## src/rtl/channel_in.sv

```systemverilog
`default_nettype none
// channel_in: NeoPixel single-wire receive decoder; packs G/R/B bytes MSB-first into pixel RAM writes.
// Optional macro CHANNEL_IN_GLITCH_FILTER_EN rejects line pulses/gaps shorter than 3 clk.
module channel_in (
  input  logic        clk_i,
  input  logic        rst_i,
  input  logic        bit_code_i,
  input  logic [7:0]  reg_bit_thr_i,
  input  logic [15:0] reg_rst_time_i,
  output logic        ram_wr_en_o,
  output logic [7:0]  ram_wr_addr_o,
  output logic [7:0]  ram_wr_data_o,
  output logic [3:0]  ram_wr_byte_en_o,
  output logic        ram_wr_done_o,
  output logic        overflow_o
);

  typedef enum logic [1:0] {
    IDLE = 2'd0,
    HIGH = 2'd1,
    LOW  = 2'd2
  } state_t;

  logic [1:0] sync;
  logic       level;
  logic       rise;
  logic       fall;

  always_ff @(posedge clk_i or posedge rst_i) begin
    if (rst_i) sync <= 2'b00;
    else       sync <= {sync[0], bit_code_i};
  end

`ifdef CHANNEL_IN_GLITCH_FILTER_EN
  // level only follows the line after three equal synchronized samples
  logic [1:0] hist;
  logic       all_hi;
  logic       all_lo;

  assign all_hi = sync[1] & hist[0] & hist[1];
  assign all_lo = ~(sync[1] | hist[0] | hist[1]);

  always_ff @(posedge clk_i or posedge rst_i) begin
    if (rst_i) begin
      hist  <= 2'b00;
      level <= 1'b0;
    end else begin
      hist <= {hist[0], sync[1]};
      if (all_hi)      level <= 1'b1;
      else if (all_lo) level <= 1'b0;
    end
  end

  assign rise = all_hi & ~level;
  assign fall = all_lo & level;
`else
  always_ff @(posedge clk_i or posedge rst_i) begin
    if (rst_i) level <= 1'b0;
    else       level <= sync[1];
  end

  assign rise = sync[1] & ~level;
  assign fall = ~sync[1] & level;
`endif

  state_t      state, state_n;
  logic [15:0] cnt, cnt_n, cnt_inc, rst_time_eff;
  logic [2:0]  bit_idx, bit_idx_n;
  logic [1:0]  byte_idx, byte_idx_n;
  logic [7:0]  shift, shift_n, byte_val;
  logic [7:0]  addr, addr_n;
  logic        full, full_n;
  logic        got_bit, got_bit_n;
  logic        bit_val;
  logic        wr_en, wr_en_n;
  logic [7:0]  wr_addr, wr_addr_n;
  logic [7:0]  wr_data, wr_data_n;
  logic [3:0]  wr_be, wr_be_n;
  logic        done, done_n;
  logic        ovf, ovf_n;

  assign cnt_inc      = (cnt == 16'hFFFF) ? cnt : cnt + 16'd1;
  assign rst_time_eff = (reg_rst_time_i == 16'd0) ? 16'd1 : reg_rst_time_i;
  assign bit_val      = (cnt >= {8'd0, reg_bit_thr_i});
  assign byte_val     = {shift[6:0], bit_val};

  always_comb begin
    state_n    = state;
    cnt_n      = cnt;
    bit_idx_n  = bit_idx;
    byte_idx_n = byte_idx;
    shift_n    = shift;
    addr_n     = addr;
    full_n     = full;
    got_bit_n  = got_bit;
    wr_en_n    = 1'b0;
    wr_addr_n  = 8'd0;
    wr_data_n  = 8'd0;
    wr_be_n    = 4'd0;
    done_n     = 1'b0;
    ovf_n      = ovf;
    case (state)
      IDLE: begin
        if (rise) begin
          state_n = HIGH;
          cnt_n   = 16'd1;
          ovf_n   = 1'b0;
        end
      end
      HIGH: begin
        cnt_n = cnt_inc;
        if (fall) begin
          state_n   = LOW;
          cnt_n     = 16'd1;
          shift_n   = byte_val;
          bit_idx_n = bit_idx + 3'd1;
          got_bit_n = 1'b1;
          if (bit_idx == 3'd7) begin
            // once pixel 255 lane B is written, remaining bytes only flag overflow
            if (full) begin
              ovf_n = 1'b1;
            end else begin
              wr_en_n   = 1'b1;
              wr_addr_n = addr;
              wr_data_n = byte_val;
              case (byte_idx)
                2'd0:    wr_be_n = 4'b0100;
                2'd1:    wr_be_n = 4'b0010;
                default: wr_be_n = 4'b0001;
              endcase
              if (byte_idx == 2'd2) begin
                byte_idx_n = 2'd0;
                if (addr == 8'hFF) full_n = 1'b1;
                else               addr_n = addr + 8'd1;
              end else begin
                byte_idx_n = byte_idx + 2'd1;
              end
            end
          end
        end
      end
      LOW: begin
        cnt_n = cnt_inc;
        if (rise) begin
          state_n = HIGH;
          cnt_n   = 16'd1;
        end else if (cnt >= rst_time_eff) begin
          state_n    = IDLE;
          cnt_n      = 16'd0;
          done_n     = got_bit;
          got_bit_n  = 1'b0;
          addr_n     = 8'd0;
          byte_idx_n = 2'd0;
          bit_idx_n  = 3'd0;
          shift_n    = 8'd0;
          full_n     = 1'b0;
        end
      end
      default: state_n = IDLE;
    endcase
  end

  always_ff @(posedge clk_i or posedge rst_i) begin
    if (rst_i) begin
      state    <= IDLE;
      cnt      <= 16'd0;
      bit_idx  <= 3'd0;
      byte_idx <= 2'd0;
      shift    <= 8'd0;
      addr     <= 8'd0;
      full     <= 1'b0;
      got_bit  <= 1'b0;
      wr_en    <= 1'b0;
      wr_addr  <= 8'd0;
      wr_data  <= 8'd0;
      wr_be    <= 4'd0;
      done     <= 1'b0;
      ovf      <= 1'b0;
    end else begin
      state    <= state_n;
      cnt      <= cnt_n;
      bit_idx  <= bit_idx_n;
      byte_idx <= byte_idx_n;
      shift    <= shift_n;
      addr     <= addr_n;
      full     <= full_n;
      got_bit  <= got_bit_n;
      wr_en    <= wr_en_n;
      wr_addr  <= wr_addr_n;
      wr_data  <= wr_data_n;
      wr_be    <= wr_be_n;
      done     <= done_n;
      ovf      <= ovf_n;
    end
  end

  assign ram_wr_en_o      = wr_en;
  assign ram_wr_addr_o    = wr_addr;
  assign ram_wr_data_o    = wr_data;
  assign ram_wr_byte_en_o = wr_be;
  assign ram_wr_done_o    = done;
  assign overflow_o       = ovf;

endmodule
`default_nettype wire

```

## config.mk

```make
export PLATFORM = sky130hd
export DESIGN_NAME = channel_in
export DESIGN_NICKNAME = d
export VERILOG_FILES = /design/src/rtl/channel_in.sv
export SDC_FILE = /design/constraint.sdc
export NUM_CORES = 1
export LEC_CHECK = 0
export ABC_CLOCK_PERIOD_IN_PS = 2750
export CORE_ASPECT_RATIO = 0.8
export CORE_UTILIZATION = 35
export DETAILED_ROUTE_END_ITERATION = 12
export PLACE_DENSITY = 0.66
export SLEW_MARGIN = 20
export SYNTH_ARGS = -nofsm -noshare
export SYNTH_HDL_FRONTEND = slang
export SYNTH_SLANG_ARGS = --single-unit
```

## constraint.sdc

```tcl
create_clock -name clk_i -period 2.75 [get_ports clk_i]
set_input_delay 0.825 -clock clk_i [delete_from_list [all_inputs] [get_ports clk_i]]
set_output_delay 0.825 -clock clk_i [all_outputs]
set_load 0.02 [all_outputs]
```

==> flow_metrics.tcl, run 1 <==
set metrics [dict create \
    detail_route.wirelength_um 9330 \
    final.setup.tns_ns -0.116 \
    crit_path_top_delay_cell "sky130_fd_sc_hd__a311oi_4" \
    clock-root-buffer "sky130_fd_sc_hd__clkbuf_16" \
    grt_pass1_vias 3086 \
    initial_antenna_violation_count 0 \
    number_of_cells_on_the_worst_reg_to_reg_path 10 \
    hold_path.class "reg -> reg" \
    post_synth_inst_count 389 \
    wire_length_of_the_first_global_routing_pass_um 15400 \
    chip_height_um 95.4 \
    buffer_ports.inserted 48 \
    groute.layer.met1.usage_pct 24.1 \
    post-place-ws_ns -0.742 \
    top_area_cell_type_share_of_the_netlist_area_pct 42.7 \
    place_hpwl_um 6680 \
    grt_max_degree 66 \
    rsz0062_at_grt "yes" \
    maxClockFrequency_mhz 358 \
    async_reset_ff_share_pct 100 \
    worstSetupEndpointType "flop" \
    synthesis.area_sq_um 3810 \
    track_usage_pct 17.3 \
    irDropWorstVdd_mv 0.437 \
    fin_crit_sh_pct 101 \
    floorplan.io_pins 50 \
    category_of_the_worst_setup_path_launch_point "input port" \
    maxSlewViolCount 0 \
    dieArea_sq_um 11300 \
    layout_utilization_pct 49.4 \
    cp.depth 12 \
    tritoncts "yes" \
    status "finished with violations" \
    proportion_of_synthesized_chip_area_in_sequential_cells_pct 42.7 \
    synth_enable_flop_cells 0 \
    finClkSkew_ns 0.00689 \
    worst_path_most_repeated_cell "sky130_fd_sc_hd__a21o_1" \
    diodes 0 \
    longest_clk_path_bufs 2 \
    cp_cell_sequence "buf_8 > nor4_4 > a41o_1 > ha_4 > and3_4 > o21ai_4 > a311oi_4 > buf_4 > o31ai_4 > buf_6 > a21o_1 > a21o_1" \
    final.fill_count 972 \
    worst_pin_slew_ns 0.579 \
    timing.max_cap.violations 0 \
    grtUsageMet3_pct 3.59 \
    clk_pin_slew_worst_paths_ns 0.05 \
    cts.sinks 65 \
    finalSetupViolations 4 \
    wire_per_inst_um 15.2 \
    route.vias.total 3227 \
    finalWorstPathRequiredPeriod_ns 2.79 \
    crit_fanout 5 \
    violations_in_the_final_reports "negative setup slack" \
    timing.max_slew.rel_slack_pct 61.0 \
    synth_top_cells_by_area "sky130_fd_sc_hd__dfrtp_1, sky130_fd_sc_hd__ha_1, sky130_fd_sc_hd__a21oi_1, sky130_fd_sc_hd__inv_1, sky130_fd_sc_hd__and2_1" \
    total_power_per_unit_cell_area_nw_per_um2 721 \
    worstPathRequired_ns 2.96 \
    timing.critical_path.arrival_ns 3.00 \
    mappedNetlistNets 449 \
    timing.hold.ws_ns 0.349 \
    worstPathBufferInverterCount 3 \
    worst_path_dominant_cell_family "compound AO/OA/AOI/OAI gates" \
    final-seq-area_sq_um 1630 \
    flow.area_growth_from_synthesis_pct 34.9 \
    core_area_sq_um 10400 \
    drt.antenna.violating_nets 0 \
    die_w_um 119 \
    clkLatencyLatePin_ns 0.32 \
    drc 0 \
    synthDistinctLibCells 65 \
    tritoncts.num_buffers 9 \
    post_route_cells_drive_above_1_share_pct 21.1 \
    placement_rows 33 \
    postSynthAreaPerCell_sq_um 9.80 \
    worst_path_class_setup "in -> reg" \
    power.static_leakage_nw 2.38 \
    start_util_pct 36.6 \
    place.gp.congestion 0.870 \
    synth_seq_cells 65 \
    grtUsageMet2_pct 27.1 \
    global_route_layer_with_the_greatest_usage "met2" \
    finalWorstSetupSlack_ns -0.0408 \
    cts_hold_buffers 0 \
    cp_slowest_stage_delay_ns 0.43 \
    cts.htree.levels 3 \
    synth_ff_type "sky130_fd_sc_hd__dfrtp_1" \
    worst_hold_path.num_cells 0 \
    vias_per_cell 5.25 \
    report.final.hold_viol_count 0 \
    multi_input_comb_area_sq_um 2170 \
    power_mw 3.71 \
    layout.nets 531 \
    yosysTopAreaCell "sky130_fd_sc_hd__dfrtp_1" \
    yosysWarnings 0 \
    grt_overflow_total 0 \
    drtPass1Iterations 4 \
    drt_iter0_drc 238 \
]
[per-layer routing]
metal  wire (um)  part of all wire (%)  vias up
met1        4440                    48     1537
met3         433                   4.6       10
met4          90                  0.96        0
met5           0                     0        -
met2        4370                    47       85
li1            -                     -     1595
[where the power goes]
part	total, mW	internal (mW)	switching (mW)
Combinational	1.34	0.611	0.730
Sequential	1.24	1.09	0.149
Clock	1.13	0.742	0.383
[cell usage in the layout, fill, tap and decap left out, drive strengths merged, types with 8 or more instances in the layout]
master,n
dfrtp,65
buf,44
inv,34
ha,33
clkdlybuf4s50,32
a21oi,30
nand2,26
nand3,19
and2,17
o21ai,16
nor3,15
clkbuf,15
nor2,12
nor4,10
a22o,9
a21o,9
and3,9
o2bb2ai,8
[worst reg2reg max path, delay by kind of cell, from the launching register on]
family / cells / cell delay (ns)
and+or+nand+nor: 2 / 0.57
buffers and inverters: 3 / 0.44
AOI/OAI and AO/OA: 4 / 0.75
DFF: 1 / 0.43
adders and majority gates: 1 / 0.37
[cells in the mapped netlist (2+ instances only)]
library cell and n:
sky130_fd_sc_hd__dfrtp_1 65, sky130_fd_sc_hd__inv_1 34, sky130_fd_sc_hd__ha_1 33, sky130_fd_sc_hd__a21oi_1 30, sky130_fd_sc_hd__nand2_1 26, sky130_fd_sc_hd__nand3_1 17, sky130_fd_sc_hd__and2_1 16, sky130_fd_sc_hd__nor3_1 14
sky130_fd_sc_hd__o21ai_0 14, sky130_fd_sc_hd__nor2_1 12, sky130_fd_sc_hd__a21o_1 9, sky130_fd_sc_hd__a22o_1 9, sky130_fd_sc_hd__nor4_1 9, sky130_fd_sc_hd__and3_1 8, sky130_fd_sc_hd__o2bb2ai_1 8, sky130_fd_sc_hd__nand2b_1 6
sky130_fd_sc_hd__clkbuf_1 5, sky130_fd_sc_hd__nor2b_1 5, sky130_fd_sc_hd__nand4_1 4, sky130_fd_sc_hd__and4_1 3, sky130_fd_sc_hd__buf_2 3, sky130_fd_sc_hd__nor3b_1 3, sky130_fd_sc_hd__o211ai_1 3, sky130_fd_sc_hd__o31a_1 3
sky130_fd_sc_hd__or4_1 3, sky130_fd_sc_hd__a2111oi_0 2, sky130_fd_sc_hd__a31o_2 2, sky130_fd_sc_hd__a32oi_1 2, sky130_fd_sc_hd__buf_4 2, sky130_fd_sc_hd__nand3_2 2, sky130_fd_sc_hd__o21a_1 2, sky130_fd_sc_hd__or2_1 2
[cell families after synthesis]
kind of cell | count (synthesis) | synth area share, %
AO/OA/AOI/OAI | 102 | 19.9
adder cells (fa/ha/maj) | 33 | 10.8
buffers and inverters | 46 | 5.02
flip-flops | 65 | 42.7
multiplexers | 1 | 0.263
other | 1 | 0.0984
AND/OR/NAND/NOR | 141 | 21.3
[sequential cells by signal, summed over array words and instances (netlist names)]
name	flops
full	1
got_bit	1
ram_wr_addr_o	8
level	1
shift	7
overflow_o	1
sync	2
ram_wr_en_o	1
ram_wr_data_o	8
bit_idx	3
state	2
ram_wr_done_o	1
cnt	16
addr	8
ram_wr_byte_en_o	3
byte_idx	2
[per-stage QoR]
step / area (sq um) / instances
floorplan: 3820 / 389
global placement: 4630 / 593
detailed placement: 4630 / 593
CTS: 5000 / 611
global route: 5140 / 615
finish: 5140 / 615
[repair_timing]
| item | in CTS | in global routing |
|---|---|---|
| endpoints found under the hold margin | 0 | 0 |
| buffers inserted | 4 | 5 |
| cloned | 0 | 2 |
| gates resized for setup | 63 | 38 |
| pin swaps | 18 | 28 |
| endpoints found under the setup margin | 41 | 32 |
[final timing paths]
check	from	endpoint	slack (ns)
worst max-delay path	reg_rst_time_i[6]	cnt[4]$_DFFE_PP0P_	-0.04
worst min-delay path	sync[0]$_DFF_PP0_	sync[1]$_DFF_PP0_	0.35
worst max register to register	state[0]$_DFFE_PP0P_	cnt[14]$_DFFE_PP0P_	0.11
worst min register to register	sync[0]$_DFF_PP0_	sync[1]$_DFF_PP0_	0.35
max in group asynchronous	rst_i	cnt[13]$_DFFE_PP0P_	1.55
min in group asynchronous	rst_i	cnt[6]$_DFFE_PP0P_	0.89
[layout make-up]
type | count | share of cell area [%]
clock buffers | 12 | 4.99
clock inverters | 3 | 0.778
inverters | 34 | 2.48
multi-input cells | 278 | 42.3
flip-flops and latches | 65 | 31.6
well taps | 140 | 3.41
repair buffers | 83 | 14.4
Note: power is estimated with default switching activity, not from simulation.
==> run 2, diff against run 1 <==
--- a/config.mk
+++ b/config.mk
@@ -6,10 +6,12 @@
 export NUM_CORES = 1
 export LEC_CHECK = 0
 export ABC_CLOCK_PERIOD_IN_PS = 2750
+export CELL_PAD_IN_SITES_DETAIL_PLACEMENT = 1
+export CELL_PAD_IN_SITES_GLOBAL_PLACEMENT = 2
 export CORE_ASPECT_RATIO = 0.8
 export CORE_UTILIZATION = 35
 export DETAILED_ROUTE_END_ITERATION = 12
-export PLACE_DENSITY = 0.66
+export PLACE_DENSITY = 0.91
 export SLEW_MARGIN = 20
 export SYNTH_ARGS = -nofsm -noshare
 export SYNTH_HDL_FRONTEND = slang
==> flow_metrics.tcl, run 2 (synthesis gave the netlist of run 1 again) <==
set metrics [dict create \
    status "finished with violations" \
    violations_in_the_final_reports "negative setup slack" \
    timing.max_slew.rel_slack_pct 60.9 \
    initial_antenna_violation_count 0 \
    crit_start "reg_rst_time_i[1]" \
    vias_per_cell 5.46 \
    placement_rows 33 \
    worstPathRequired_ns 2.96 \
    drt_iter0_drc 181 \
    timing.hold.worst.start "sync[0]$_DFF_PP0_" \
    dieArea_sq_um 11300 \
    wire_per_inst_um 18.7 \
    post_route_cells_drive_above_1_share_pct 22.0 \
    finClkSkew_ns 0.00653 \
    r2r_setup_slack_ns 0.17 \
    timing.max_cap.violations 0 \
    clock-root-buffer "sky130_fd_sc_hd__clkbuf_16" \
    longest_clk_path_bufs 2 \
    wire_length_of_the_first_global_routing_pass_um 18200 \
    maxSlewViolCount 0 \
    start_util_pct 36.6 \
    number_of_cells_on_the_worst_reg_to_reg_path 9 \
    multi_input_comb_area_sq_um 2140 \
    grt_pass1_vias 3463 \
    post-route-cell-area_sq_um 5120 \
    floorplan.io_pins 50 \
    worstSetupEndpointType "flop" \
    diodes 0 \
    flow.area_growth_from_synthesis_pct 34.2 \
    chip_height_um 95.4 \
    placement.cell_area_sq_um 4680 \
    grt_overflow_total 0 \
    layout_utilization_pct 49.2 \
    grt_max_degree 46 \
    category_of_the_worst_setup_path_launch_point "input port" \
    fin_crit_sh_pct 102 \
    timing.hold.ws_ns 0.353 \
    die_w_um 119 \
    cts.htree.levels 3 \
    cts_hold_buffers 0 \
    drc 0 \
    total_power_per_unit_cell_area_nw_per_um2 728 \
    largest_register_ffs 16 \
    crit-reg2reg-capture "cnt[5]$_DFFE_PP0P_" \
    crit_fanout 4 \
    hold_path.class "reg -> reg" \
    detail_route.wirelength_um 11600 \
    irDropWorstVdd_mv 0.334 \
    final.fill_count 1179 \
    tritoncts.num_buffers 9 \
    clk_pin_slew_worst_paths_ns 0.05 \
    tritoncts "yes" \
    track_usage_pct 21.1 \
    mostFrequentLayoutCells "sky130_fd_sc_hd__dfrtp_1, sky130_fd_sc_hd__buf_4, sky130_fd_sc_hd__inv_1" \
    buffer_ports.inserted 48 \
    place.gp.congestion 0.841 \
    maxClockFrequency_mhz 356 \
    core_area_sq_um 10400 \
    place_inst 599 \
    drt.antenna.violating_nets 0 \
    final-seq-area_sq_um 1630 \
    route.vias.total 3372 \
    finalSetupViolations 10 \
    finalWorstSetupSlack_ns -0.0617 \
    final_non_filler_cell_total 618 \
    worst_pin_slew_ns 0.582 \
    layout.nets 534 \
    finalWorstPathRequiredPeriod_ns 2.81 \
    clkLatencyLatePin_ns 0.34 \
    r2r-start "state[0]$_DFFE_PP0P_" \
    cts.sinks 65 \
    most_common_cell_after_layout_fill_and_taps_aside "sky130_fd_sc_hd__dfrtp_1" \
    rsz0062_at_grt "yes" \
    drtPass1Iterations 4 \
    place_hpwl_um 8540 \
    timing.critical_path.arrival_ns 3.02 \
    end_of_the_critical_path "cnt[12]$_DFFE_PP0P_" \
    post-place-ws_ns -0.814 \
    largest_register "cnt" \
    report.final.hold_viol_count 0 \
    worst_path_class_setup "in -> reg" \
    power.static_leakage_nw 2.37 \
]
## run 2: cell count changes in the layout (fill, tap and decap cells not counted), sizes merged
cell           before  now
buf                44   51
clkdlybuf4s15       3    2
clkinv              2    3
clkinvlp            0    1
inv                34   35
clkbuf             15    9
## run 2: where the power goes
group / switching [mW] / internal [mW] / total [mW]
clock: 0.426 / 0.700 / 1.13
sequential: 0.145 / 1.09 / 1.24
combinational: 0.763 / 0.599 / 1.36
## run 2: layout make-up
| type | count | share of cell area [%] |
|---|---|---|
| repair buffers | 86 | 14.7 |
| clock inverters | 6 | 1.35 |
| well taps | 140 | 3.42 |
| inverters | 34 | 2.49 |
| clock buffers | 9 | 4.40 |
| flip-flops and latches | 65 | 31.8 |
| multi-input cells | 278 | 41.8 |
## run 2: worst max-delay path, cell delays in order
cell                              delay, ns
sky130_fd_sc_hd__clkdlybuf4s15_1       0.22
sky130_fd_sc_hd__nor4_2                0.18
sky130_fd_sc_hd__a41o_1                0.25
sky130_fd_sc_hd__ha_4                  0.13
sky130_fd_sc_hd__and3_4                0.18
sky130_fd_sc_hd__o21ai_4               0.06
sky130_fd_sc_hd__a311oi_4              0.46
sky130_fd_sc_hd__buf_4                 0.20
sky130_fd_sc_hd__nor3_4                0.05
sky130_fd_sc_hd__buf_4                 0.17
sky130_fd_sc_hd__a32oi_2               0.18
sky130_fd_sc_hd__o22ai_2               0.10
## run 2: through the flow
| stage | power [mW] | TNS [ns] |
|---|---|---|
| floorplan | 2.06 | 0 |
| global placement | 2.42 | -27.39 |
| detailed placement | 2.51 | -30.32 |
| CTS | 3.68 | -0.0128 |
| global route | 3.95 | -3.67 |
| finish | 3.73 | -0.279 |
## run 2: how the worst min path moves through the flow
stage	end	slack, ns	cells past startpoint
floorplan	sync[1]$_DFF_PP0_	0.33	0
global route	sync[1]$_DFF_PP0_	0.37	0
CTS	sync[1]$_DFF_PP0_	0.36	0
global placement	sync[1]$_DFF_PP0_	0.33	0
finish	sync[1]$_DFF_PP0_	0.35	0
detailed placement	sync[1]$_DFF_PP0_	0.35	0
## run 2: timing repair
action                     in CTS  in global routing
resized for setup              79                 18
setup endpoints to repair      41                 30
setup buffers                   0                  5
pin swaps                      14                 21
cloned                          0                  0
## run 2: layer usage
metal	wire length, um	track usage (%)	vias to the layer above
li1	-	-	1590
met1	5440	28.8	1684
met2	5450	34.2	85
met3	558	4.19	13
met4	126	5.91	0
met5	0	0	-
